==> src/rtl/banco_reg_tomasulo.sv <==
// Tomasulo architectural register file: per-register value, busy bit and producer tag.
// Latency: reads are combinational (0 cycles), with optional same-cycle CDB forwarding; state, busy_vec and busy_cnt update on the next edge.
// Backpressure: none; issue, CDB, direct write and flush are accepted every cycle.
module banco_reg_tomasulo #(
    parameter int DATA_W  = 16,
    parameter int NREG    = 8,
    parameter int TAG_W   = 3,
    parameter int BYPASS  = 1,
    parameter int R0_ZERO = 0,
    localparam int AW     = $clog2(NREG)
) (
    input  logic              clock,
    input  logic              resetn,
    input  logic [AW-1:0]     rd_addr1,
    input  logic [AW-1:0]     rd_addr2,
    output logic [DATA_W-1:0] rd_data1,
    output logic [DATA_W-1:0] rd_data2,
    output logic              rd_busy1,
    output logic              rd_busy2,
    output logic [TAG_W-1:0]  rd_tag1,
    output logic [TAG_W-1:0]  rd_tag2,
    input  logic              iss_en,
    input  logic [AW-1:0]     iss_reg,
    input  logic [TAG_W-1:0]  iss_tag,
    input  logic              cdb_valid,
    input  logic [TAG_W-1:0]  cdb_tag,
    input  logic [DATA_W-1:0] cdb_data,
    input  logic              wr_en,
    input  logic [AW-1:0]     wr_addr,
    input  logic [DATA_W-1:0] wr_data,
    input  logic              flush,
    output logic [NREG-1:0]   busy_vec,
    output logic [AW:0]       busy_cnt
);

    logic [DATA_W-1:0] data_q [NREG];
    logic [DATA_W-1:0] data_d [NREG];
    logic [TAG_W-1:0]  tag_q  [NREG];
    logic [TAG_W-1:0]  tag_d  [NREG];
    logic [NREG-1:0]   busy_q, busy_d;
    logic [AW:0]       cnt_q, cnt_d;

    logic [NREG-1:0]   cdb_hit, iss_hit, wr_hit;

    always_comb begin
        cdb_hit = '0;
        iss_hit = '0;
        wr_hit  = '0;
        for (int r = 0; r < NREG; r++) begin
            cdb_hit[r] = cdb_valid && busy_q[r] && (tag_q[r] == cdb_tag);
            iss_hit[r] = iss_en && (iss_reg == AW'(r));
            wr_hit[r]  = wr_en && (wr_addr == AW'(r));
        end
    end

    // Each register resolves flush > issue > CDB retire > direct write; CDB data always beats wr_data.
    always_comb begin
        busy_d = busy_q;
        cnt_d  = '0;
        for (int r = 0; r < NREG; r++) begin
            data_d[r] = data_q[r];
            tag_d[r]  = tag_q[r];
            if (flush) begin
                busy_d[r] = 1'b0;
                if (cdb_hit[r]) begin
                    data_d[r] = cdb_data;
                end else if (wr_hit[r]) begin
                    data_d[r] = wr_data;
                end
            end else if (iss_hit[r]) begin
                busy_d[r] = 1'b1;
                tag_d[r]  = iss_tag;
                if (cdb_hit[r]) begin
                    data_d[r] = cdb_data;
                end
            end else if (cdb_hit[r]) begin
                busy_d[r] = 1'b0;
                data_d[r] = cdb_data;
            end else if (wr_hit[r]) begin
                busy_d[r] = 1'b0;
                data_d[r] = wr_data;
            end
            if (R0_ZERO != 0 && r == 0) begin
                busy_d[r] = 1'b0;
                data_d[r] = '0;
                tag_d[r]  = '0;
            end
            cnt_d = cnt_d + (AW+1)'(busy_d[r]);
        end
    end

    always_ff @(posedge clock or negedge resetn) begin
        if (!resetn) begin
            busy_q <= '0;
            cnt_q  <= '0;
            for (int r = 0; r < NREG; r++) begin
                data_q[r] <= '0;
                tag_q[r]  <= '0;
            end
        end else begin
            busy_q <= busy_d;
            cnt_q  <= cnt_d;
            for (int r = 0; r < NREG; r++) begin
                data_q[r] <= data_d[r];
                tag_q[r]  <= tag_d[r];
            end
        end
    end

    // Forwarding only turns a busy-and-matching entry into a ready value; issue/write stay invisible until the edge.
    always_comb begin
        rd_data1 = data_q[rd_addr1];
        rd_busy1 = busy_q[rd_addr1];
        rd_tag1  = tag_q[rd_addr1];
        if (BYPASS != 0 && cdb_hit[rd_addr1]) begin
            rd_data1 = cdb_data;
            rd_busy1 = 1'b0;
        end
    end

    always_comb begin
        rd_data2 = data_q[rd_addr2];
        rd_busy2 = busy_q[rd_addr2];
        rd_tag2  = tag_q[rd_addr2];
        if (BYPASS != 0 && cdb_hit[rd_addr2]) begin
            rd_data2 = cdb_data;
            rd_busy2 = 1'b0;
        end
    end

    assign busy_vec = busy_q;
    assign busy_cnt = cnt_q;

endmodule

==> config.mk <==
export PLATFORM = sky130hd
export DESIGN_NAME = banco_reg_tomasulo
export DESIGN_NICKNAME = d
export VERILOG_FILES = /design/src/rtl/banco_reg_tomasulo.sv
export SDC_FILE = /design/constraint.sdc
export NUM_CORES = 1
export LEC_CHECK = 0
export CORE_MARGIN = 1.5
export CORE_UTILIZATION = 55
export DETAILED_ROUTE_END_ITERATION = 12
export PLACE_DENSITY_LB_ADDON = 0.05
export SETUP_SLACK_MARGIN = 0.4
export SLEW_MARGIN = 15
export SYNTH_ARGS = -nofsm -noshare
export SYNTH_HDL_FRONTEND = slang
export SYNTH_SLANG_ARGS = --single-unit
==> constraint.sdc <==
create_clock -name clock -period 11.7 [get_ports clock]
set_input_delay 1.17 -clock clock [delete_from_list [all_inputs] [get_ports clock]]
set_output_delay 1.17 -clock clock [all_outputs]
set_load 0.05 [all_outputs]
==> metrics.md <==
| Metric | Value |
|---|---|
| Outcome | completed |
| WHS Path Cells | 1 |
| Final Max Slew Viols | 0 |
| Design Power | 0.00215 W |
| Yosys reg bits | 164 |
| Initial Util | 56.1% |
| Total GRT Usage | 30.8% |
| R2r endpoint | busy_cnt[2] |
| Ys async rst share | 100% |
| Post-synthesis cell type count | 46 |
| Vias in the first global route | between 7000 and 8000 |
| Core Rows | 51 |
| Slew @ Worst Pin | 1.11 ns |
| Crit. End Element | primary output |
| Worst path cell trace | clkdlybuf4s50_1 -> xor2_1 -> nor4_4 -> buf_4 -> nor4b_1 -> nor4_2 -> nand2_2 -> mux2_2 -> clkdlybuf4s50_1 |
| Skew final | around 0.013 ns |
| CTS tree | built |
| Antenna cells | 0 |
| Layout area overhead | 15.8% |
| Max_cap viols | 0 |
| Die Y | about 140 um |
| Stages on worst setup path | 9 |
| IO Pins | roughly 110 |
| H-Tree Depth | 4 |
| Setup CP Type | input port to primary output |
| Largest net degree at the start of global routing | 95 |
| CTS Sinks | 164 |
| Fin Setup TNS | 0 ns |
| Top cell type's share of synthesized area | 37.6% |
| DRC | 0 |
| CP required | 10.53 ns |
| Vias per cell | 6.19 |
| Final core occ | around 65% |
| R2r startpoint | tag_q[13] |
| Crit path max fanout | 35 |
| Routed WL | 29900 um |
| NumNets Final | 1067 |
| Hold path start | tag_q[20] |
| Synth area leaders | dfrtp_1 38%, mux4_2 17%, mux2i_1 12% |
| Grt ovf | 0 |
| Cells after synthesis | between 900 and 1000 |
| Most common cell in the netlist | dfrtp_1 |
| Placed instance count | 1250 |
| Mapped Nets | slightly above 1000 |
| Top cells by count, synth | 164 x dfrtp_1, 142 x nand2_1, 129 x mux2i_1 |
| Final Non-Filler Cells | between 1000 and 1500 |
| F_max | around 170 MHz |
| Clock slew seen by the registers of the worst setup and hold paths | 0.07 ns |
| Wirelength per Cell | 23.3 um |
| First-pass GRT wire length | 46700 um |
| Crit-path slowest cell | clkdlybuf4s50_1 |
| DPL Wire Length | 17300 um |
| Clock latency on the worst-skew pair | 0.43 ns |
| Final hold viol count | 0 |
| Leak | 5.12 nW |
| Worst path top cell family by delay | buffers and inverters |
| Share of layout cells above drive strength 1 | a little under a quarter |
| Seq/Total Area, Yosys | between 30% and 40% |
| CP bufs+invs | 3 |
| Max VDD drop | 0.000118 V |
| Detailed router's first-iteration violation count | roughly 580 |
| Slew HR | 26.1% |
| Via count | 7932 |
| Antenna violations before repair | 0 |
| Die width | 144 um |
| TritonCTS Buffers | 17 |
| First-pass iteration count of the detailed router | 5 |
| Critical Path AT | 4.89 ns |
| Most used cell, CP | clkdlybuf4s50_1 |
| Number of I/O port buffers | 107 |
| Syn Area/Cell | ~11 sq um |
| Worst R2R Path Depth | 13 |
| Gpl congestion | about 0.83 |
| # hold bufs at CTS | 0 |
| Deepest clock path buffer count | 2 |
| Min Clock Period, post-route | between 6 and 7 ns |
| P per Cell Area | 170 mW/mm^2 |
| Synthesized area | 0.0109 sq mm |
| R2R Setup Slk | 7.62 ns |
| CP max stage delay | 0.80 ns |
| Worst hold path class | flop to flop |
| Core area | 0.0195 sq mm |
| YS warnings | 0 |
| Final Setup Violations | 0 |
| RSZ-0062 raised after global routing | no |
| Leading area contributor after synthesis | dfrtp_1 |
| Clock root buffer | clkbuf_16 |
| Post-CTS sizing | 0 |
| Number of synthesized flops with an enable pin | 0 |
| DIE AREA | 0.0207 sq mm |
| Fraction of the cycle the final worst path needs | 51.8% |
| Setup Fix Bufs, Post-CTS | 0 |
| Primary flip-flop cell chosen by synthesis mapping | dfrtp_1 |
| Type of origin of the critical path | input port |
| Hold path endpoint | tag_q[20] |
| ANT nets after route | 0 |
[power breakdown]
| part | total, W | switching [W] | internal [W] |
|---|---|---|---|
| registers | 0.000836 | 0.000120 | 0.000716 |
| clock network | 0.000535 | 0.000249 | 0.000287 |
| logic | 0.000776 | 0.000392 | 0.000385 |
| total | 0.00215 | 0.000760 | 0.00139 |
[stage by stage]
stage	hold slack (ns)	cell area, sq um	worst slack (ns)
floorplan	0.531	10900	6.93
global placement	0.556	12100	5.67
detailed placement	0.564	12100	5.64
CTS	0.580	12600	5.64
global route	0.600	12600	5.48
finish	0.582	12600	5.64
[cell usage in the layout (no fill, tap or decap), types with 3 or more instances in the layout]
master and instances:
ha_1 3, mux2i_1 129, o21ai_0 128, xor2_1 24
clkdlybuf4s50_1 102, inv_1 13, nor3b_1 5, mux2_4 9
nand4b_1 4, buf_2 4, buf_4 23, and2_1 3
clkinvlp_4 4, dfrtp_1 164, nand2_1 142, mux4_2 80
nor2_1 5, nor3_1 4, nor4_4 9, clkinv_4 4
clkbuf_16 17, fa_1 4, nor4bb_1 3, nor4b_1 3
o41ai_1 4, mux2_1 9, mux2_2 77, nand3b_1 6
[cell type report]
class,instances,area [sq um]
fillers,1497,6830
multi-input cells,678,6370
flip-flops and latches,164,4100
repair buffers,130,1220
clock buffers,20,457
well taps,265,332
clock inverters,12,98.8
inverters,13,48.8
[layer usage]
metal / up-vias / global-route usage (%) / share of wire [%]
met4: 0 / 10.4 / 2.3
met1: 4043 / 42.4 / 44
met2: 249 / 49.4 / 47
met3: 52 / 5.63 / 5.9
li1: 3588 / - / -
met5: - / 0 / 0
[flip-flops by register name, summed over array words and instances (netlist names)]
register and flops:
data_q 128, tag_q 24, busy_vec 8, busy_cnt 4
[cells by family after synthesis]
| kind of cell | Yosys count | synth area share [%] |
|---|---|---|
| DFF | 164 | 37.6 |
| AOI/OAI and AO/OA | 137 | 6.47 |
| xor gates and xnor gates | 25 | 2.01 |
| muxes | 304 | 38.5 |
| buffers and inverters | 115 | 4.37 |
| and+or+nand+nor | 205 | 10.0 |
| adders and majority gates | 7 | 1.08 |
[worst max path at each step]
stage               startpoint      endpoint  slack [ns]
global route        cdb_tag[2]  rd_data2[15]        5.48
CTS                 cdb_tag[1]  rd_data1[15]        5.64
finish              cdb_tag[2]   rd_data2[2]        5.64
global placement    cdb_tag[1]  rd_data1[15]        5.67
floorplan           cdb_tag[2]   busy_cnt[2]        6.93
detailed placement  cdb_tag[2]   rd_data2[2]        5.64
Power figures use the tool's default switching activity.
